File: src/rtl/vga_frame_scanner.sv
// VGA scanner: pix_tick-gated H/V counters, two-stage pipeline to the pins, scaled framebuffer readout.
// Optional colour-bar generator (adds the test_mode port) is enabled by defining VGA_TEST_PATTERN_EN.
module vga_frame_scanner #(
    parameter int ColorBits   = 3,
    parameter int ImageWidth  = 320,
    parameter int ImageHeight = 240,
    parameter int Scale       = 2,
    parameter int HActive     = 640,
    parameter int HFront      = 16,
    parameter int HSync       = 96,
    parameter int HBack       = 48,
    parameter int VActive     = 480,
    parameter int VFront      = 10,
    parameter int VSync       = 2,
    parameter int VBack       = 33,
    parameter logic [ColorBits-1:0] BgColor = '0
) (
    input  logic                            clk,
    input  logic                            reset,
`ifdef VGA_TEST_PATTERN_EN
    input  logic                            test_mode,
`endif
    input  logic [ColorBits-1:0]            readValueMemory,
    output logic [$clog2(ImageWidth)-1:0]   XRead,
    output logic [$clog2(ImageHeight)-1:0]  YRead,
    output logic                            hsync,
    output logic                            vsync,
    output logic [7:0]                      red,
    output logic [7:0]                      green,
    output logic [7:0]                      blue,
    output logic                            blank,
    output logic                            clkVGA,
    output logic                            frame_start
);
    localparam int HTotal = HActive + HFront + HSync + HBack;
    localparam int VTotal = VActive + VFront + VSync + VBack;
    localparam int HW  = $clog2(HTotal);
    localparam int VW  = $clog2(VTotal);
    localparam int XW  = $clog2(ImageWidth);
    localparam int YW  = $clog2(ImageHeight);
    localparam int HQW = (XW > HW) ? XW : HW;
    localparam int VQW = (YW > VW) ? YW : VW;
    localparam int SW  = (Scale > 1) ? $clog2(Scale) : 1;
    localparam int CW  = ColorBits / 3;

    localparam logic [31:0] H_ACT = HActive;
    localparam logic [31:0] V_ACT = VActive;
    localparam logic [31:0] H_SS  = HActive + HFront;
    localparam logic [31:0] H_SE  = HActive + HFront + HSync;
    localparam logic [31:0] V_SS  = VActive + VFront;
    localparam logic [31:0] V_SE  = VActive + VFront + VSync;
    localparam logic [31:0] H_IMG = ImageWidth * Scale;
    localparam logic [31:0] V_IMG = ImageHeight * Scale;
    localparam logic [HW-1:0] H_LAST = HW'(HTotal - 1);
    localparam logic [VW-1:0] V_LAST = VW'(VTotal - 1);
    localparam logic [SW-1:0] S_LAST = SW'(Scale - 1);

    // Replicate an N-bit channel MSB-first across 8 DAC bits.
    function automatic logic [7:0] expand(input logic [CW-1:0] ch);
        logic [7:0] res;
        res = '0;
        for (int i = 0; i < 8; i++) begin
            res[7-i] = ch[CW-1-(i%CW)];
        end
        return res;
    endfunction

    logic            r_pix_tick;
    logic [HW-1:0]   r_h_cnt;
    logic [VW-1:0]   r_v_cnt;
    logic [SW-1:0]   r_h_sub;
    logic [SW-1:0]   r_v_sub;
    logic [HQW-1:0]  r_h_quo;
    logic [VQW-1:0]  r_v_quo;
    logic            r_frame_start;

    logic            w_h_end;
    logic            w_v_end;
    assign w_h_end = (r_h_cnt == H_LAST);
    assign w_v_end = (r_v_cnt == V_LAST);

    // Counters and the divide-by-Scale quotients move together so XRead/YRead need no divider.
    always_ff @(posedge clk) begin
        if (reset) begin
            r_pix_tick    <= 1'b0;
            r_h_cnt       <= '0;
            r_v_cnt       <= '0;
            r_h_sub       <= '0;
            r_v_sub       <= '0;
            r_h_quo       <= '0;
            r_v_quo       <= '0;
            r_frame_start <= 1'b0;
        end else begin
            r_pix_tick    <= ~r_pix_tick;
            r_frame_start <= r_pix_tick && w_h_end && w_v_end;
            if (r_pix_tick) begin
                if (w_h_end) begin
                    r_h_cnt <= '0;
                    r_h_sub <= '0;
                    r_h_quo <= '0;
                    if (w_v_end) begin
                        r_v_cnt <= '0;
                        r_v_sub <= '0;
                        r_v_quo <= '0;
                    end else begin
                        r_v_cnt <= r_v_cnt + 1'b1;
                        if (r_v_sub == S_LAST) begin
                            r_v_sub <= '0;
                            r_v_quo <= r_v_quo + 1'b1;
                        end else begin
                            r_v_sub <= r_v_sub + 1'b1;
                        end
                    end
                end else begin
                    r_h_cnt <= r_h_cnt + 1'b1;
                    if (r_h_sub == S_LAST) begin
                        r_h_sub <= '0;
                        r_h_quo <= r_h_quo + 1'b1;
                    end else begin
                        r_h_sub <= r_h_sub + 1'b1;
                    end
                end
            end
        end
    end

    // Stage 0: decode from the counters.
    logic [31:0] w_h32;
    logic [31:0] w_v32;
    logic        w_active;
    logic        w_in_img;
    logic        w_hsync_n;
    logic        w_vsync_n;
    logic        w_addr_en;
    assign w_h32     = 32'(r_h_cnt);
    assign w_v32     = 32'(r_v_cnt);
    assign w_active  = (w_h32 < H_ACT) && (w_v32 < V_ACT);
    assign w_in_img  = (w_h32 < H_IMG) && (w_v32 < V_IMG);
    assign w_hsync_n = !((w_h32 >= H_SS) && (w_h32 < H_SE));
    assign w_vsync_n = !((w_v32 >= V_SS) && (w_v32 < V_SE));
    // Clipping: an image wider/taller than the active area is never addressed past it.
    assign w_addr_en = w_active && w_in_img;

    // Stage 1
    logic          r_s1_active;
    logic          r_s1_in_img;
    logic          r_s1_hsync;
    logic          r_s1_vsync;
    logic [XW-1:0] r_x_read;
    logic [YW-1:0] r_y_read;
`ifdef VGA_TEST_PATTERN_EN
    logic [2:0]    w_bar;
    logic [2:0]    r_s1_bar;
    assign w_bar = 3'((w_h32 * 32'd8) / H_ACT);
`endif

    always_ff @(posedge clk) begin
        if (reset) begin
            r_s1_active <= 1'b0;
            r_s1_in_img <= 1'b0;
            r_s1_hsync  <= 1'b1;
            r_s1_vsync  <= 1'b1;
            r_x_read    <= '0;
            r_y_read    <= '0;
`ifdef VGA_TEST_PATTERN_EN
            r_s1_bar    <= '0;
`endif
        end else if (r_pix_tick) begin
            r_s1_active <= w_active;
            r_s1_in_img <= w_in_img;
            r_s1_hsync  <= w_hsync_n;
            r_s1_vsync  <= w_vsync_n;
            r_x_read    <= w_addr_en ? r_h_quo[XW-1:0] : '0;
            r_y_read    <= w_addr_en ? r_v_quo[YW-1:0] : '0;
`ifdef VGA_TEST_PATTERN_EN
            r_s1_bar    <= w_bar;
`endif
        end
    end

    logic [7:0] w_mem_ch [3];
    logic [7:0] w_bg_ch  [3];
    genvar gi;
    generate
        for (gi = 0; gi < 3; gi++) begin : g_ch
            assign w_mem_ch[gi] = expand(readValueMemory[ColorBits-1-gi*CW -: CW]);
            assign w_bg_ch[gi]  = expand(BgColor[ColorBits-1-gi*CW -: CW]);
        end
    endgenerate

    // Stage 2: memory data arrives one clk after the stage-1 address, well before this tick.
    logic       r_hsync;
    logic       r_vsync;
    logic       r_blank;
    logic [7:0] r_red;
    logic [7:0] r_green;
    logic [7:0] r_blue;

    always_ff @(posedge clk) begin
        if (reset) begin
            r_hsync <= 1'b1;
            r_vsync <= 1'b1;
            r_blank <= 1'b0;
            r_red   <= '0;
            r_green <= '0;
            r_blue  <= '0;
        end else if (r_pix_tick) begin
            r_hsync <= r_s1_hsync;
            r_vsync <= r_s1_vsync;
            r_blank <= r_s1_active;
            if (!r_s1_active) begin
                r_red   <= '0;
                r_green <= '0;
                r_blue  <= '0;
`ifdef VGA_TEST_PATTERN_EN
            end else if (test_mode) begin
                r_red   <= {8{r_s1_bar[2]}};
                r_green <= {8{r_s1_bar[1]}};
                r_blue  <= {8{r_s1_bar[0]}};
`endif
            end else if (r_s1_in_img) begin
                r_red   <= w_mem_ch[0];
                r_green <= w_mem_ch[1];
                r_blue  <= w_mem_ch[2];
            end else begin
                r_red   <= w_bg_ch[0];
                r_green <= w_bg_ch[1];
                r_blue  <= w_bg_ch[2];
            end
        end
    end

    assign XRead       = r_x_read;
    assign YRead       = r_y_read;
    assign hsync       = r_hsync;
    assign vsync       = r_vsync;
    assign red         = r_red;
    assign green       = r_green;
    assign blue        = r_blue;
    assign blank       = r_blank;
    assign clkVGA      = r_pix_tick;
    assign frame_start = r_frame_start;
endmodule

File: config.mk
export PLATFORM = sky130hd
export DESIGN_NAME = vga_frame_scanner
export DESIGN_NICKNAME = d
export VERILOG_FILES = /design/src/rtl/vga_frame_scanner.sv
export SDC_FILE = /design/constraint.sdc
export NUM_CORES = 1
export LEC_CHECK = 0
export ABC_AREA = 0
export ABC_CLOCK_PERIOD_IN_PS = 1800
export CORE_MARGIN = 2
export CORE_UTILIZATION = 55
export CTS_BUF_LIST = sky130_fd_sc_hd__clkbuf_8
export DETAILED_ROUTE_END_ITERATION = 10
export PLACE_DENSITY_LB_ADDON = 0.3
export SETUP_SLACK_MARGIN = 0.3
export SLEW_MARGIN = 20
export SYNTH_ARGS = -nofsm -noshare
export SYNTH_HDL_FRONTEND = slang
export SYNTH_SLANG_ARGS = --single-unit
File: constraint.sdc
create_clock -name clk -period 1.8 [get_ports clk]
set_input_delay 0.27 -clock clk [delete_from_list [all_inputs] [get_ports clk]]
set_output_delay 0.27 -clock clk [all_outputs]
set_load 0.05 [all_outputs]
==> metrics.cfg <==
[synthesis]
synthFlopType = dfxtp_1
yosysUniqueCellTypes = 49
yosysSeqAreaShare_pct = 43.8
synth-async-reset-ratio_pct = 0
synth_seq_cells = 67
syn_inst = 334
synth_nets = 345
synth_edf_count = 0
synth.cell_area_um2 = 3070
syn_avg_cell_area_um2 = 9.18
ys_warn_count = 0

[pwr]
p_leak_nw = 1.56
powerDensity_nw_per_um2 = 769
power_frac_clock_pct = 43.3
seqPwrFrac_pct = 47.2
internal-power_mw = 2.44
power_switching_mw = 0.828
irDropWorstVdd_mv = 0.541
power.total_mw = 3.27
swShare_pct = 25.3
comb_power_share_pct = 9.5

[detailed_routing]
drc = 0
wl_per_cell_um = 17.3
vias_per_cell = 5.99
wirelength_um = 8290
antenna_left = 0
drtPass1Iterations = 6
num_vias = 2870
drt_iter0_drc = 228

[global_route]
antenna_found_initial = 0
grt_use_total_pct = 24.7
grt_max_degree = 32
grt_pass1_wl_um = 11900
grt_pass1_vias = 2532
grt-ovfl-total = 0

[final_layout]
areaGrowthSynthToFinish_pct = 38.9
multi_input_area_um2 = 1730
final_nets = 413
seqCellArea_um2 = 1360
post_route_cells_drive_above_1_share_pct = 37.1
diodes = 0
final_core_util_pct = 78.3
nFillCells = 317

[clock_network]
htreeDepth = 3
cts_buffers = 9
cts_sinks = 67
clock_latency_ns = 0.35
clk_pin_slew_worst_paths_ns = 0.07
clock_path_buffers = 2
cts_tree = built
cts_root_buffer = clkbuf_8

[sta]
setup_viol = 0
slew_violations = 0
holdWs_ns = 0.469
finalHoldViolations = 0
slew_headroom_pct = 66.1
rsz0062_at_grt = true
min_period_ns = 1.70
worstMarginPinSlew_ns = 0.511
finalCritPeriodShare_pct = 94.7
setup_tns_ns = 0
fmax_ghz = 0.587
skew_ns = 0.0102

[placement]
portBuffers = 50
place_hpwl_um = 4270
place_congestion = 0.804

[flow_run]
drv_cap = 0

[die]
dieHeight_um = 78.7
initial_core_util_pct = 56.4
die-area_um2 = 6190
die_x_um = 78.7
io_pins = 51
num_rows = 27
core_um2 = 5440

[worst_setup_path]
worstSetupPathType = flop to flop
cp_data_arrival_time_ns = 1.93
crit_required_ns = 2.03
crit_path_end_kind = flop
regToRegSetupSlack_ns = 0.1
startpoint_type = flop
critPathMaxFanout = 6

[hold_path]
min_path_type = flop to flop

[status]
outcome = finished clean

[per-layer routing]
metal | share of wire [%] | vias up | track usage, %
li1 | - | 1321 | -
met1 | 40 | 1364 | 30.9
met2 | 48 | 152 | 39.6
met3 | 8.1 | 33 | 5.06
met4 | 3.3 | 0 | 13.9
met5 | 0 | - | 0
[kinds of logic after synthesis]
logic type | count (synthesis) | synth area share (%)
AOI/OAI and AO/OA | 61 | 14.3
xor gates and xnor gates | 19 | 5.43
muxes | 2 | 0.653
buffers and inverters | 48 | 9.18
DFF | 67 | 43.8
and+or+nand+nor | 131 | 24.2
adders and majority gates | 6 | 2.45
[power groups by stage]
stage	combinational, mW	clock [mW]	sequential (mW)
finish	0.311	1.42	1.54
global route	0.329	1.49	1.55
CTS	0.281	1.43	1.54
detailed placement	0.255	0	1.58
global placement	0.251	0	1.58
floorplan	0.154	0	1.61
[cells in the mapped netlist (2+ instances only)]
library cell | n | area (um2)
ha_1 | 6 | 75.1
nand2b_1 | 10 | 62.6
nand3b_1 | 2 | 15.0
buf_2 | 5 | 25.0
a21oi_1 | 17 | 85.1
inv_1 | 8 | 30.0
a22o_1 | 17 | 149
nand2_1 | 17 | 63.8
nor4_1 | 3 | 18.8
o31ai_1 | 3 | 22.5
a211o_1 | 2 | 17.5
or4_1 | 4 | 30.0
mux2i_1 | 2 | 20.0
o21ai_0 | 7 | 35.0
nor3_1 | 6 | 30.0
o32ai_1 | 3 | 26.3
a31oi_1 | 4 | 25.0
nor2b_1 | 5 | 31.3
nand3_1 | 13 | 65.1
xnor2_1 | 10 | 87.6
nor2_1 | 28 | 105
nand4_1 | 15 | 93.8
xor2_1 | 9 | 78.8
or3_1 | 13 | 81.3
dfxtp_1 | 67 | 1340
clkbuf_1 | 10 | 37.5
and4_1 | 4 | 35.0
buf_4 | 21 | 158
buf_6 | 2 | 22.5
or2_2 | 2 | 12.5
[sequential cells by signal, indices dropped and copies added, names as in the netlist, 8 cells and up]
signal   cells
r_v_cnt     10
r_h_cnt     10
r_v_quo      8
YRead        8
XRead        9
r_h_quo      9
[stage by stage]
stage | cells | worst slack (ns) | cell area [um2]
global route | 479 | -0.00470 | 4260
detailed placement | 434 | 0.0710 | 3540
global placement | 434 | 0.101 | 3540
floorplan | 334 | 0.220 | 3090
CTS | 471 | 0.151 | 4010
finish | 479 | 0.0956 | 4260
[critical path: stages (launching register included)]
cell and delay, ns:
dfxtp_2 0.33, inv_2 0.08, ha_4 0.12, nand4b_1 0.15, or4_4 0.55, a21oi_1 0.25, o32ai_1 0.11
[layout by cell type (no fill, tap or decap), types with 6 or more instances in the layout]
| cell type | instances |
|---|---|
| a22o_1 | 17 |
| clkdlybuf4s15_1 | 12 |
| xnor2_1 | 10 |
| o21ai_0 | 7 |
| xor2_1 | 9 |
| nand2_1 | 17 |
| buf_6 | 8 |
| or3_1 | 11 |
| nand4_1 | 15 |
| inv_1 | 6 |
| nand2b_1 | 8 |
| nor2_1 | 12 |
| nand3_1 | 13 |
| dfxtp_2 | 6 |
| dfxtp_1 | 57 |
| nor2_4 | 15 |
| a21oi_1 | 10 |
| buf_4 | 56 |
| clkbuf_2 | 6 |
| a21oi_2 | 6 |
| clkbuf_8 | 10 |
[final cells by class]
type                       instances  share of cell area, %
clock buffer                      10                   3.23
sequential                        67                   32.0
multi-input combinational        222                   40.6
tap                               72                   2.12
timing repair buffer              94                   19.3
inverter                           8                  0.705
clock inverter                     6                   2.09
[path summary, 6_finish.rpt]
check | start | endpoint | cells past startpoint
worst min-delay path | r_s1_hsync$_SDFFE_PP1P_ | hsync$_SDFFE_PP1P_ | 1
worst max-delay path | r_v_cnt[0]$_SDFFE_PP0P_ | r_v_quo[3]$_SDFFE_PP0P_ | 6
worst max register to register | r_v_cnt[0]$_SDFFE_PP0P_ | r_v_quo[3]$_SDFFE_PP0P_ | 6
worst min register to register | r_s1_hsync$_SDFFE_PP1P_ | hsync$_SDFFE_PP1P_ | 1
[timing repair]
action | CTS | global route
gates resized for setup | 49 | 68
pin swaps | 18 | 20
endpoints found under the setup margin | 57 | 54
hold buffers | 0 | 0
setup buffers | 17 | 7
gates cloned | 4 | 1
Power figures use the tool's default switching activity.
